--- src/rtl/game_timer_ctrl.sv ---
// -----------------------------------------------------------------------------
// game_timer_ctrl
//
// Purpose
//   Level countdown timer plus a shared two-requester delay engine.
//   - A free-running prescaler produces tickPulse every TICK_CYCLES clocks.
//   - A second counter (frozen by pause) turns TICKS_PER_SEC ticks into one
//     game second and decrements currentTime, holding at zero.
//   - The delay engine serves one delay at a time for requester A (game FSM)
//     or B (transition sequencer). A has fixed priority. Each delay counts
//     tickPulse events and ends with a one-cycle doneA/doneB pulse.
//
// Configuration
//   GAME_TIMER_BCD_EN : when defined, currentTime is six packed BCD digits
//                       (bits 23:20 most significant); otherwise plain binary.
//
// Ports
//   clk          in   system clock
//   resetN       in   asynchronous active-low reset
//   pause        in   freezes the level countdown (not the prescaler)
//   levelStart   in   pulse, reloads currentTime and clears the second counter
//   reqA/_ticks  in   delay request A and its length in ticks
//   reqB/_ticks  in   delay request B and its length in ticks
//   doneA/doneB  out  one-cycle pulse when the granted delay expires
//   busy         out  delay engine active or holding a pending request
//   tickPulse    out  one-cycle pulse every TICK_CYCLES clocks
//   currentTime  out  seconds remaining (binary or BCD)
//   timeUp       out  one-cycle pulse when currentTime reaches zero
// -----------------------------------------------------------------------------
module game_timer_ctrl #(
  parameter int TICK_CYCLES    = 5_000_000,
  parameter int TICKS_PER_SEC  = 10,
  parameter int LEVEL_TIME_SEC = 120
) (
  input  logic        clk,
  input  logic        resetN,
  input  logic        pause,
  input  logic        levelStart,
  input  logic        reqA,
  input  logic [10:0] reqA_ticks,
  input  logic        reqB,
  input  logic [10:0] reqB_ticks,
  output logic        doneA,
  output logic        doneB,
  output logic        busy,
  output logic        tickPulse,
  output logic [23:0] currentTime,
  output logic        timeUp
);

  localparam int PRESC_W = (TICK_CYCLES > 1) ? $clog2(TICK_CYCLES) : 1;
  localparam int SEC_W   = (TICKS_PER_SEC > 1) ? $clog2(TICKS_PER_SEC) : 1;
  localparam logic [PRESC_W-1:0] PRESC_MAX = PRESC_W'(TICK_CYCLES - 1);
  localparam logic [SEC_W-1:0]   SEC_MAX   = SEC_W'(TICKS_PER_SEC - 1);

`ifdef GAME_TIMER_BCD_EN
  // Elaboration-time conversion of the reload value into packed BCD.
  function automatic logic [23:0] to_bcd(input int value);
    logic [23:0] res;
    int          rem;
    res = '0;
    rem = value;
    for (int d = 0; d < 6; d++) begin
      res[d*4 +: 4] = 4'(rem % 10);
      rem = rem / 10;
    end
    return res;
  endfunction
  localparam logic [23:0] TIME_LOAD = to_bcd(LEVEL_TIME_SEC);
`else
  localparam logic [23:0] TIME_LOAD = 24'(LEVEL_TIME_SEC);
`endif

  typedef enum logic [1:0] {IDLE, RUN_A, RUN_B, DONE} state_t;

  // ---------------------------------------------------------------------------
  // Prescaler: free running, never affected by pause.
  // ---------------------------------------------------------------------------
  logic [PRESC_W-1:0] r_presc;
  logic               r_tick;

  always_ff @(posedge clk or negedge resetN) begin
    if (!resetN) begin
      r_presc <= '0;
      r_tick  <= 1'b0;
    end else if (r_presc == PRESC_MAX) begin
      r_presc <= '0;
      r_tick  <= 1'b1;
    end else begin
      r_presc <= r_presc + PRESC_W'(1);
      r_tick  <= 1'b0;
    end
  end

  // ---------------------------------------------------------------------------
  // Level countdown
  // ---------------------------------------------------------------------------
  logic [SEC_W-1:0] r_sec;
  logic [23:0]      r_time;
  logic             r_time_up;
  logic [23:0]      w_time_dec;
  logic             w_sec_adv;
  logic             w_sec_strobe;

  assign w_sec_adv    = r_tick && !pause;
  assign w_sec_strobe = w_sec_adv && (r_sec == SEC_MAX);

`ifdef GAME_TIMER_BCD_EN
  // Ripple-borrow BCD decrement; only used while r_time is non-zero, so the
  // borrow never escapes the top digit.
  logic [6:0] w_borrow;
  assign w_borrow[0] = 1'b1;
  genvar gi;
  generate
    for (gi = 0; gi < 6; gi++) begin : g_bcd_digit
      logic [3:0] w_digit;
      assign w_digit = r_time[gi*4 +: 4];
      assign w_time_dec[gi*4 +: 4] = !w_borrow[gi]     ? w_digit :
                                     (w_digit == 4'd0) ? 4'd9    :
                                                         w_digit - 4'd1;
      assign w_borrow[gi+1] = w_borrow[gi] && (w_digit == 4'd0);
    end
  endgenerate
`else
  assign w_time_dec = r_time - 24'd1;
`endif

  always_ff @(posedge clk or negedge resetN) begin
    if (!resetN) begin
      r_sec     <= '0;
      r_time    <= TIME_LOAD;
      r_time_up <= 1'b0;
    end else begin
      r_time_up <= 1'b0;
      // levelStart takes precedence over a coincident second strobe.
      if (levelStart) begin
        r_sec  <= '0;
        r_time <= TIME_LOAD;
      end else if (w_sec_strobe) begin
        r_sec <= '0;
        if (r_time != 24'd0) begin
          r_time    <= w_time_dec;
          // 1 is encoded identically in binary and BCD.
          r_time_up <= (r_time == 24'd1);
        end
      end else if (w_sec_adv) begin
        r_sec <= r_sec + SEC_W'(1);
      end
    end
  end

  // ---------------------------------------------------------------------------
  // Delay engine
  // A pending bit is consumed when its delay is granted; the running delay
  // then carries the request until DONE. A fresh request from the owner while
  // it runs simply sets the pending bit again and is served afterwards, so the
  // running delay is never restarted. A request in the same cycle as a grant
  // wins over the grant's clear (it is a new request).
  // ---------------------------------------------------------------------------
  state_t      r_state;
  logic        r_pend_a;
  logic        r_pend_b;
  logic [10:0] r_ticks_a;
  logic [10:0] r_ticks_b;
  logic [10:0] r_cnt;
  logic        r_done_a;
  logic        r_done_b;
  logic        r_busy;

  always_ff @(posedge clk or negedge resetN) begin
    if (!resetN) begin
      r_state   <= IDLE;
      r_pend_a  <= 1'b0;
      r_pend_b  <= 1'b0;
      r_ticks_a <= '0;
      r_ticks_b <= '0;
      r_cnt     <= '0;
      r_done_a  <= 1'b0;
      r_done_b  <= 1'b0;
      r_busy    <= 1'b0;
    end else begin
      r_done_a <= 1'b0;
      r_done_b <= 1'b0;
      // Busy also covers queued work, so it stays high across the single
      // IDLE cycle between back-to-back delays.
      r_busy <= (r_state == RUN_A) || (r_state == RUN_B) ||
                r_pend_a || r_pend_b || reqA || reqB;

      case (r_state)
        IDLE: begin
          if (r_pend_a) begin
            r_state  <= RUN_A;
            r_cnt    <= r_ticks_a;
            r_pend_a <= 1'b0;
          end else if (r_pend_b) begin
            r_state  <= RUN_B;
            r_cnt    <= r_ticks_b;
            r_pend_b <= 1'b0;
          end
        end
        RUN_A, RUN_B: begin
          if (r_cnt == 11'd0) begin
            r_state  <= DONE;
            r_done_a <= (r_state == RUN_A);
            r_done_b <= (r_state == RUN_B);
          end else if (r_tick) begin
            r_cnt <= r_cnt - 11'd1;
          end
        end
        DONE:    r_state <= IDLE;
        default: r_state <= IDLE;
      endcase

      if (reqA) begin
        r_pend_a  <= 1'b1;
        r_ticks_a <= reqA_ticks;
      end
      if (reqB) begin
        r_pend_b  <= 1'b1;
        r_ticks_b <= reqB_ticks;
      end
    end
  end

  assign doneA       = r_done_a;
  assign doneB       = r_done_b;
  assign busy        = r_busy;
  assign tickPulse   = r_tick;
  assign currentTime = r_time;
  assign timeUp      = r_time_up;

endmodule

--- config.mk ---
export PLATFORM = sky130hd
export DESIGN_NAME = game_timer_ctrl
export DESIGN_NICKNAME = d
export VERILOG_FILES = /design/src/rtl/game_timer_ctrl.sv
export SDC_FILE = /design/constraint.sdc
export NUM_CORES = 1
export LEC_CHECK = 0
export ABC_AREA = 1
export BUFFER_PORTS_ARGS = -buffer_cell sky130_fd_sc_hd__buf_4
export CORE_AREA = 10 10 106 118
export DETAILED_ROUTE_END_ITERATION = 16
export DIE_AREA = 0 0 116 128
export HOLD_SLACK_MARGIN = 0.1
export PLACE_DENSITY = 0.86
export SLEW_MARGIN = 20
export SYNTH_ARGS = -nofsm -noshare
export SYNTH_HDL_FRONTEND = slang
export SYNTH_SLANG_ARGS = --single-unit
export TNS_END_PERCENT = 30
--- constraint.sdc ---
create_clock -name clk -period 1.63 [get_ports clk]
set_input_delay 0.0815 -clock clk [delete_from_list [all_inputs] [get_ports clk]]
set_output_delay 0.0815 -clock clk [all_outputs]
set_load 0.01 [all_outputs]
# Yosys cells after proc, flatten, opt, wreduce, memory -nomap -nowiden

Index checks and enable logic that the tools add are counted.

Register bits: 93
Bits of input ports: 28
Output and inout bits: 29
Word-level logic and storage cells: 80

Add/subtract/negate cells: 4
Eq/ne operators: 11
Multiplexer cells: 29
Reduce and logical (&&, ||, !) cells: 22

Operator list:

| cell                                                                 | number |
|---|---|
| 24-bit two-way mux                                                   | 3 |
| 11-bit two-way mux                                                   | 4 |
| 24-bit by 1-bit == test with 1-bit output, second input constant     | 1 |
| 24-bit nonzero test                                                  | 1 |
| 24-bit by 1-bit subtractor with 24-bit output, second input constant | 1 |
| 23-bit by 1-bit adder with 23-bit output, second input constant      | 1 |
| 23-bit == test, second input constant                                | 1 |
| 23-bit two-way mux                                                   | 1 |
| 11-bit one-hot mux with 2 select lines                               | 1 |
| 1-bit two-way mux                                                    | 13 |
| 4-bit two-way mux                                                    | 3 |
| 11-bit zero test                                                     | 1 |
| 11-bit by 1-bit subtractor with 11-bit output, second input constant | 1 |
| 2-bit nonzero test                                                   | 5 |
| 2-bit inequality test, second input constant                         | 4 |
| 2-bit two-way mux                                                    | 3 |
| 2-bit one-hot mux with 3 select lines                                | 1 |
| 2-bit AND reduction                                                  | 3 |
| 1-bit logical OR                                                     | 5 |
| 4-bit by 1-bit adder with 4-bit output, second input constant        | 1 |
| 2-bit == test, second input constant                                 | 2 |
| 4-bit == test, second input constant                                 | 1 |
| 4-bit AND reduction                                                  | 1 |
| 3-bit inequality test, second input constant                         | 1 |
| other kinds (6)                                                      | 7 |

# Depth between registers and ports, before layout

Gate-level depths: netlist of run 1.

Depth after elaboration: 6
Gate-level depth with buffers: 11
Depth with buffers taken out: 10

# Worst setup path after synthesis of run 1

No wires, ideal clock.

Path type: register to register
From: register r_state[0]
To: register r_cnt[5]
Data arrival time: 1.529 ns
Required time: 1.511 ns
Setup slack: -0.017 ns
Cell stages (with the launch flop): 11
Path buffers: 1
Clock period less this slack: 1.647 ns
Path through: dfrtp_1 -> inv_1 -> ha_1 -> clkinv_1 -> o21ai_1 -> a21oi_1 -> nand2_2 -> inv_2 -> buf_6 -> o21ai_1 -> nand2_1

Word-level cells in the longest chain between the ends: 4

Ends and longest elaborated chain:

| item                                                                      | line | RTL |
|---|---|---|
| start, declared                                                           | 160  | `state_t r_state;` |
| start signal, assigned                                                    | 172  | `r_state <= IDLE;` |
| start signal, assigned                                                    | 192  | `r_state <= RUN_A;` |
| start signal, assigned                                                    | 196  | `r_state <= RUN_B;` |
| 2-bit by 1-bit == test with 1-bit output or 2-bit == test (tied branches) | 189  | `case (r_state)` |
| 2-bit OR reduction                                                        | 189  |  |
| 2-bit inequality test (no line) or 2-bit nonzero test (tied branches)     | --   |  |
| 4-bit AND reduction (no line)                                             | --   |  |
| end signal, assigned                                                      | 193  | `r_cnt <= r_ticks_a;` |
| end signal, assigned                                                      | 197  | `r_cnt <= r_ticks_b;` |
| end signal, assigned                                                      | 207  | `r_cnt <= r_cnt - 11'd1;` |
| end, declared                                                             | 165  | `logic [10:0] r_cnt;` |

Several ways; a longest one is shown, not always the timed one.
A chain may end at the register's enable or synchronous reset.

# Worst setup path in the final report of run 1

From: register r_cnt[0]
To: register r_cnt[5]

Word-level cells in the longest chain between the ends: 4

Ends and longest elaborated chain:

| item                                          | line | RTL |
|---|---|---|
| 11-bit by 1-bit subtractor with 11-bit output | 207  |  |
| 11-bit two-way mux                            | 206  | `end else if (r_tick) begin` |
| 11-bit two-way mux                            | 202  | `if (r_cnt == 11'd0) begin` |
| 11-bit one-hot mux with 2 select lines        | 189  |  |

Several ways; a longest one is shown, not always the timed one. The select of a mux whose other input is x is not followed.

==> results of run 1 <==
-- layout by cell type, fill, tap and decap left out, drive strengths merged --
cell type	n
nor2	92
nor4	1
nor3	14
nand2	187
nand3	53
o22ai	1
dfstp	4
dfrtp	89
a31oi	1
mux2	8
nand4	35
xnor2	2
clkinvlp	2
nor3b	2
a21o	3
a21oi	16
clkbuf	11
buf	114
ha	11
o21ai	52
clkinv	3
dlygate4sd3	38
or2	8
inv	93
xor2	14
bufinv	2
o21bai	1
a211oi	1
-- critical path: cells and delay by family, from the launching register on --
family / cells / cell delay (ns)
buffers and inverters: 3 / 0.21
AO/OA/AOI/OAI: 1 / 0.10
AND/OR/NAND/NOR: 4 / 0.59
flip-flops: 1 / 0.40
adder cells (fa/ha/maj): 1 / 0.17
-- state kept, by name, indices dropped and copies added (netlist names) --
register and flops:
busy 1, currentTime 24, doneA 1, doneB 1, r_cnt 11, r_pend_a 1, r_pend_b 1, r_presc 23
r_sec 4, r_state 2, r_ticks_a 11, r_ticks_b 11, tickPulse 1, timeUp 1
-- area by class of cell --
| type | count | area [sq um] | share of cell area |
|---|---|---|---|
| inverters | 94 | 364 | 0.0510 |
| repair buffers | 153 | 1300 | 0.183 |
| clock inverters | 6 | 88.8 | 0.0125 |
| multi-input cells | 502 | 2660 | 0.373 |
| clock buffers | 10 | 229 | 0.0321 |
| well taps | 123 | 154 | 0.0216 |
| flip-flops and latches | 93 | 2330 | 0.327 |
-- power breakdown --
| group | switching (uW) | internal, uW | leakage [uW] |
|---|---|---|---|
| logic | 2100 | 1390 | 0.00230 |
| registers | 243 | 2580 | 0.00119 |
| clock network | 915 | 1340 | 0.000149 |
-- what timing repair did --
action                                  in CTS  in global routing
endpoints found under the setup margin       7                 41
resized for setup                            4                 63
hold endpoints to repair                   100                  0
setup buffers                                0                  8
hold buffers                                38                  0
pin swaps                                    0                  8
gates cloned                                 0                  1
-- kinds of logic after synthesis --
| kind of cell | count (synthesis) |
|---|---|
| and+or+nand+nor | 392 |
| buffers and inverters | 109 |
| xor gates and xnor gates | 16 |
| DFF | 93 |
| AOI/OAI and AO/OA | 75 |
| adders and majority gates | 11 |
| muxes | 8 |
-- worst paths after layout --
kind	depth (start not counted)	from	end	slack (ns)
setup / recovery	9	r_cnt[0]	r_cnt[5]	0.03
hold / removal	2	resetN	busy	0.21
setup reg to reg	9	r_cnt[0]	r_cnt[5]	0.03
hold reg to reg	2	r_ticks_a[4]	r_ticks_a[4]	0.49
max in group asynchronous	3	resetN	currentTime[18]	0.80
min in group clk	5	pause	r_sec[1]	0.29
-- stage by stage --
step	TNS, ns	utilization	cell area (sq um)
floorplan	0	-	5260
global placement	0	0.607	6160
detailed placement	-0.0328	0.607	6160
CTS	-0.00450	0.677	6870
global route	-0.676	0.703	7130
finish	0	0.703	7130
-- layer usage --
| metal | up-vias | share of wire | wire length (microns) |
|---|---|---|---|
| met5 | - | 0 | 0 |
| met4 | 0 | 0.056 | 903 |
| met3 | 108 | 0.074 | 1180 |
| met2 | 337 | 0.49 | 7910 |
| met1 | 2617 | 0.38 | 6030 |
| li1 | 2569 | - | - |
==> load_flow_metrics.sql, run 1 <==
INSERT INTO impl_metrics (metric_group, metric, value, unit) VALUES
('setup_path', 'worstPathMaxFanout', '16', ''),
('logic_synthesis', 'synth-edff-count', '0', ''),
('final_layout', 'final_cell_count_no_fill', '981', ''),
('global_route', 'grt_pass1_wl', '24800', 'microns'),
('logic_synthesis', 'synth_compound_gate_area_share', '0.0743', ''),
('clock_network', 'cts_buffers', '9', ''),
('final_layout', 'antenna_cells', '0', ''),
('power_and_ir_drop', 'report.power.total', '8570', 'uW'),
('global_route', 'grt_antenna_before_repair', '0', ''),
('logic_synthesis', 'muxShareOfSynthArea', '0.0171', ''),
('status', 'run_status', 'finished, final reports clean', ''),
('final_layout', 'fill_cells', '689', ''),
('global_route', 'groute.layer.met3.usage', '0.0421', ''),
('logic_synthesis', 'ys_seq_area_frac', '0.444', ''),
('sta', 'finalMaxSlewViolations', '0', ''),
('logic_synthesis', 'synth_ff_type', 'sky130_fd_sc_hd__dfrtp_1', ''),
('clock_network', 'cts.clk_slew.worst_paths', '0.07', 'ns'),
('logic_synthesis', 'netlist.top_cell.by_area', 'sky130_fd_sc_hd__dfrtp_1', ''),
('final_layout', 'area.growth.synth_to_final', '35.7', '%'),
('run', 'drv_cap', '0', ''),
('place', 'preCtsSetupSlack', '-0.0328', 'ns'),
('route', 'ant_nets', '0', ''),
('floorplan', 'initial_utilization', '0.518', ''),
('logic_synthesis', 'syn-num-nets', '743', ''),
('sta', 'final_hold_viol_count', '0', ''),
('clock_network', 'clockBufferDepth', '2', ''),
('setup_path', 'critPathRequiredTime', '1.87', 'ns'),
('min_path', 'holdCritPathClass', 'in2async', ''),
('global_route', 'groute.usage.overall', '0.205', ''),
('sta', 'worst_slew_pin_slew', '0.445', 'ns'),
('route', 'post_drt_via_cell_ratio', '5.74', ''),
('sta', 'final_min_period_over_clock_period', '0.979', ''),
('global_route', 'overflow', '0', ''),
('final_layout', 'final_layout_size_suffix_gt1_frac', '0.248', ''),
('setup_path', 'setup.worst_path.class', 'reg2reg', ''),
('setup_path', 'startpoint_type', 'register', ''),
('clock_network', 'cts_tree', 'built', ''),
('sta', 'finalSetupViolations', '0', ''),
('logic_synthesis', 'flop_and_latch_count_out_of_synthesis', '93', ''),
('logic_synthesis', 'largest_family_of_logic_cells_by_synthesized_area', 'simple AND/OR/NAND/NOR gates', ''),
('logic_synthesis', 'netlist_top_cells_count', 'sky130_fd_sc_hd__nand2_1 (184), sky130_fd_sc_hd__dfrtp_1 (89), sky130_fd_sc_hd__inv_1 (87), sky130_fd_sc_hd__nor2_1 (84), sky130_fd_sc_hd__nand3_1 (52)', ''),
('place', 'dp_hpwl', '10100', 'microns'),
('setup_path', 'critical_path.endpoint_type', 'register', ''),
('global_route', 'grt_use_met2', '0.360', ''),
('route', 'drt_pre_antenna_iters', '10', ''),
('sta', 'fin_hold_ws', '0.213', 'ns'),
('place', 'number_of_buffer_cells_added_on_primary_ports', '56', ''),
('logic_synthesis', 'async_flop_share', '1.00', ''),
('floorplan', 'die_width', '116', 'microns'),
('sta', 'max_freq', '627', 'MHz'),
('logic_synthesis', 'synth_top_cells_by_area', 'sky130_fd_sc_hd__dfrtp_1 (42%), sky130_fd_sc_hd__nand2_1 (13%), sky130_fd_sc_hd__inv_1 (6.2%)', ''),
('route', 'route.detailed.drc', '0', ''),
('sta', 'final.setup.worst_slack', '0.0344', 'ns'),
('floorplan', 'top_ports', '57', ''),
('global_route', 'busiest_layer', 'met2', ''),
('setup_path', 'timing.critical_path.slowest_stage_cell', 'sky130_fd_sc_hd__dfrtp_1', ''),
('global_route', 'grt_start_max_net_pins', '44', ''),
('logic_synthesis', 'synth_cell_type_count', '38', ''),
('logic_synthesis', 'yosys.area_share.simple', '0.328', ''),
('logic_synthesis', 'synthMostInstantiatedCell', 'sky130_fd_sc_hd__nand2_1', ''),
('logic_synthesis', 'synthesis.yosys.warnings', '0', ''),
('route', 'drt-wirelength-per-cell', '16.3', 'microns'),
('sta', 'fin_skew', '0.0105', 'ns'),
('logic_synthesis', 'yosysTopAreaCellShare', '0.424', ''),
('logic_synthesis', 'synth.cell_area', '5260', 'sq um'),
('route', 'vias', '5631', ''),
('global_route', 'global_route.usage.met1', '0.233', ''),
('floorplan', 'core_area', '10100', 'sq um'),
('logic_synthesis', 'synth_cells', '704', ''),
('place', 'placed_cells_incl_taps', '918', ''),
('setup_path', 'worst-endpoint-arrival', '1.83', 'ns');
Note: power is estimated with default switching activity, not from simulation.
==> inputs of run 2 (changes only) <==
==> constraint.sdc (replaced) <==
create_clock -name clk -period 1.45 [get_ports clk]
set_input_delay 0.0725 -clock clk [delete_from_list [all_inputs] [get_ports clk]]
set_output_delay 0.0725 -clock clk [all_outputs]
set_load 0.01 [all_outputs]
==> run 2 against run 1 <==
Effect of this change:
- the run now ends with setup timing left
- count of clock-buffer cells in the layout is 1 lower
- hold slack got worse by 0.092 ns
- die area unchanged
- clock power is 9.7% higher
- global-route usage grew 3.0 points
- sequential power up 13%
==> load_flow_metrics.sql, run 2 (synthesis gave the netlist of run 1 again) <==
INSERT INTO impl_metrics (metric_group, metric, value, unit) VALUES
('sta', 'fin_setup_tns', '-8.28', 'ns'),
('route', 'ant_nets', '0', ''),
('global_route', 'grt_start_max_net_pins', '36', ''),
('power_and_ir_drop', 'power.combinational.fraction', '0.487', ''),
('sta', 'final_min_period_over_clock_period', '1.31', ''),
('route', 'drt-wirelength-per-cell', '19.7', 'microns'),
('setup_path', 'setup.worst_path.class', 'reg2reg', ''),
('setup_path', 'cp_num_buf_inv', '3', ''),
('clock_network', 'cts.clk_slew.worst_paths', '0.08', 'ns'),
('setup_path', 'worstReg2RegStart', 'r_cnt[0]', ''),
('setup_path', 'reg2reg_setup_slack', '-0.45', 'ns'),
('clock_network', 'cts_tree', 'built', ''),
('setup_path', 'critPathRequiredTime', '1.68', 'ns'),
('route', 'drt_pre_antenna_iters', '6', ''),
('floorplan', 'die_area', '14800', 'sq um'),
('floorplan', 'top_ports', '57', ''),
('clock_network', 'cts_sinks', '93', ''),
('global_route', 'groute.usage.overall', '0.236', ''),
('final_layout', 'antenna_cells', '0', ''),
('status', 'run_status', 'finished with violations', ''),
('floorplan', 'die_width', '116', 'microns'),
('clock_network', 'cts_buffers', '9', ''),
('setup_path', 'reg2reg_depth', '10', ''),
('setup_path', 'startpoint_type', 'register', ''),
('place', 'gpl.final_weighted_congestion', '0.947', ''),
('setup_path', 'timing.critical_path.mode_cell', 'sky130_fd_sc_hd__inv_2', ''),
('sta', 'finalMaxSlewViolations', '0', ''),
('sta', 'fin_skew', '0.0161', 'ns'),
('final_layout', 'most-common-layout-cells', 'sky130_fd_sc_hd__nand2_1 (157), sky130_fd_sc_hd__buf_4 (147), sky130_fd_sc_hd__dfrtp_1 (86)', ''),
('clock_network', 'clock_tree.root_cell', 'sky130_fd_sc_hd__clkbuf_16', ''),
('clock_network', 'worst_skew_pair.late_latency', '0.37', 'ns'),
('final_layout', 'mostFrequentLayoutCell', 'sky130_fd_sc_hd__nand2_1', ''),
('power_and_ir_drop', 'power.switching', '4840', 'uW'),
('setup_path', 'rr_endpoint', 'r_state[0]', ''),
('setup_path', 'critical_path.endpoint_type', 'register', ''),
('final_layout', 'fin_nets', '939', ''),
('sta', 'final.setup.worst_slack', '-0.450', 'ns'),
('final_layout', 'flip_flop_count_of_the_largest_register_all_copies_and_words_added', '24', ''),
('route', 'final_routed_wirelength', '20300', 'microns'),
('status', 'violated_checks', 'setup timing', ''),
('sta', 'maxSlewHeadroom', '0.614', ''),
('setup_path', 'crit_path_cell_trace', 'inv_2 -> ha_4 -> inv_2 -> nor3_4 -> buf_4 -> nand3_2 -> nand2_2 -> nand2_4 -> nand2_1 -> o21ai_0', ''),
('setup_path', 'cp_top_family', 'simple AND/OR/NAND/NOR gates', ''),
('setup_path', 'worst-endpoint-arrival', '2.13', 'ns'),
('clock_network', 'cts_htree_levels', '3', ''),
('min_path', 'holdCritPathClass', 'in2async', ''),
('place', 'number_of_buffer_cells_added_on_primary_ports', '56', ''),
('power_and_ir_drop', 'power-per-cell-area', '1420', 'nW/um^2'),
('route', 'route.detailed.drc', '0', ''),
('global_route', 'grt_antenna_before_repair', '1', ''),
('sta', 'timing.final.crit_period', '1.90', 'ns'),
('run', 'drv_cap', '0', ''),
('setup_path', 'critical_path.max_stage_delay', '0.46', 'ns'),
('final_layout', 'final_layout_size_suffix_gt1_frac', '0.346', ''),
('route', 'post_drt_via_cell_ratio', '6.10', ''),
('final_layout', 'fill_cells', '565', ''),
('floorplan', 'die_y', '128', 'microns'),
('route', 'dr.first_iter.drc_count', '1135', ''),
('power_and_ir_drop', 'switching_part_of_the_total', '0.438', ''),
('global_route', 'grt_pass1_vias', '5809', ''),
('floorplan', 'core_area', '10100', 'sq um'),
('sta', 'fin_hold_ws', '0.121', 'ns'),
('final_layout', 'final_util', '0.766', ''),
('sta', 'worst_slew_pin_slew', '0.576', 'ns'),
('sta', 'max_freq', '526', 'MHz'),
('setup_path', 'worstPathMaxFanout', '4', ''),
('place', 'dp_hpwl', '10200', 'microns'),
('setup_path', 'timing.critical_path.slowest_stage_cell', 'sky130_fd_sc_hd__dfrtp_1', ''),
('sta', 'finalSetupViolations', '45', ''),
('sta', 'unrepaired_setup_endpoints_after_global_routing', 'yes', ''),
('sta', 'final_hold_viol_count', '0', ''),
('global_route', 'grt_pass1_wl', '28100', 'microns'),
('final_layout', 'area.growth.synth_to_final', '47.9', '%'),
('power_and_ir_drop', 'internal-power', '6220', 'uW'),
('power_and_ir_drop', 'ir_worst_vdd', '0.00102', 'V'),
('route', 'vias', '6273', ''),
('clock_network', 'clockBufferDepth', '2', ''),
('floorplan', 'initial_utilization', '0.518', ''),
('power_and_ir_drop', 'p_leak', '0.00392', 'uW'),
('global_route', 'overflow', '0', ''),
('floorplan', 'row_count', '39', ''),
('power_and_ir_drop', 'clock_power_share', '0.224', ''),
('power_and_ir_drop', 'seq_power_share', '0.289', '');
run 2: worst reg2reg max path, stage by stage (launching register included):
cell,delay (ns)
sky130_fd_sc_hd__dfrtp_1,0.46
sky130_fd_sc_hd__inv_2,0.18
sky130_fd_sc_hd__ha_4,0.17
sky130_fd_sc_hd__inv_2,0.06
sky130_fd_sc_hd__nor3_4,0.19
sky130_fd_sc_hd__buf_4,0.15
sky130_fd_sc_hd__nand3_2,0.08
sky130_fd_sc_hd__nand2_2,0.11
sky130_fd_sc_hd__nand2_4,0.11
sky130_fd_sc_hd__nand2_1,0.13
sky130_fd_sc_hd__o21ai_0,0.13
run 2: how the worst max path moves through the flow:
stage	start	to	slack, ns	cells after the start
after floorplan	r_state[0]	r_cnt[5]	-0.02	10
after global placement	r_state[1]	r_cnt[5]	-0.07	10
after detailed placement	r_sec[1]	currentTime[8]	-0.1	10
after CTS	currentTime[0]	currentTime[20]	-0.04	11
after global routing	r_state[1]	r_state[1]	-0.52	8
final	r_cnt[0]	r_state[0]	-0.45	10
run 2: final cells by class:
class,count,area [sq um],area share
repair inverters,1,6.26,0.000804
clock inverters,7,75.1,0.00965
inverters,94,380,0.0489
multi-input cells,502,2930,0.376
clock buffers,9,225,0.0290
well taps,123,154,0.0198
flip-flops and latches,93,2340,0.300
repair buffers,199,1670,0.215
run 2: metrics by stage:
step / total power (uW) / cells / cell area, sq um / setup slack [ns]
global route: 11400 / 1028 / 7780 / -0.516
floorplan: 5230 / 704 / 5300 / -0.0240
CTS: 9150 / 1014 / 7350 / -0.0447
global placement: 6260 / 955 / 6470 / -0.0667
finish: 11100 / 1028 / 7780 / -0.450
detailed placement: 6340 / 955 / 6470 / -0.0963
run 2: metal layers:
metal / track usage / wire length [microns]
met3: 0.0482 / 2380
met2: 0.398 / 9300
met5: 0 / 8
met4: 0.133 / 1580
met1: 0.271 / 6990
run 2: power by group through the flow:
stage	Combinational [uW]	Sequential, uW	Clock [uW]
6_report	5380	3200	2480
5_1_grt	5650	3200	2570
4_1_cts	3620	3100	2430
3_5_place_dp	3210	3130	0
3_3_place_gp	3140	3120	0
2_1_floorplan	2100	3120	0
run 2: what timing repair did:
item | 4_1_cts | 5_1_grt
cloned | 0 | 1
resized for setup | 54 | 99
setup endpoints to repair | 52 | 57
pin swaps | 19 | 26
hold endpoints to repair | 118 | 0
hold buffers | 40 | 0
setup buffers | 4 | 13
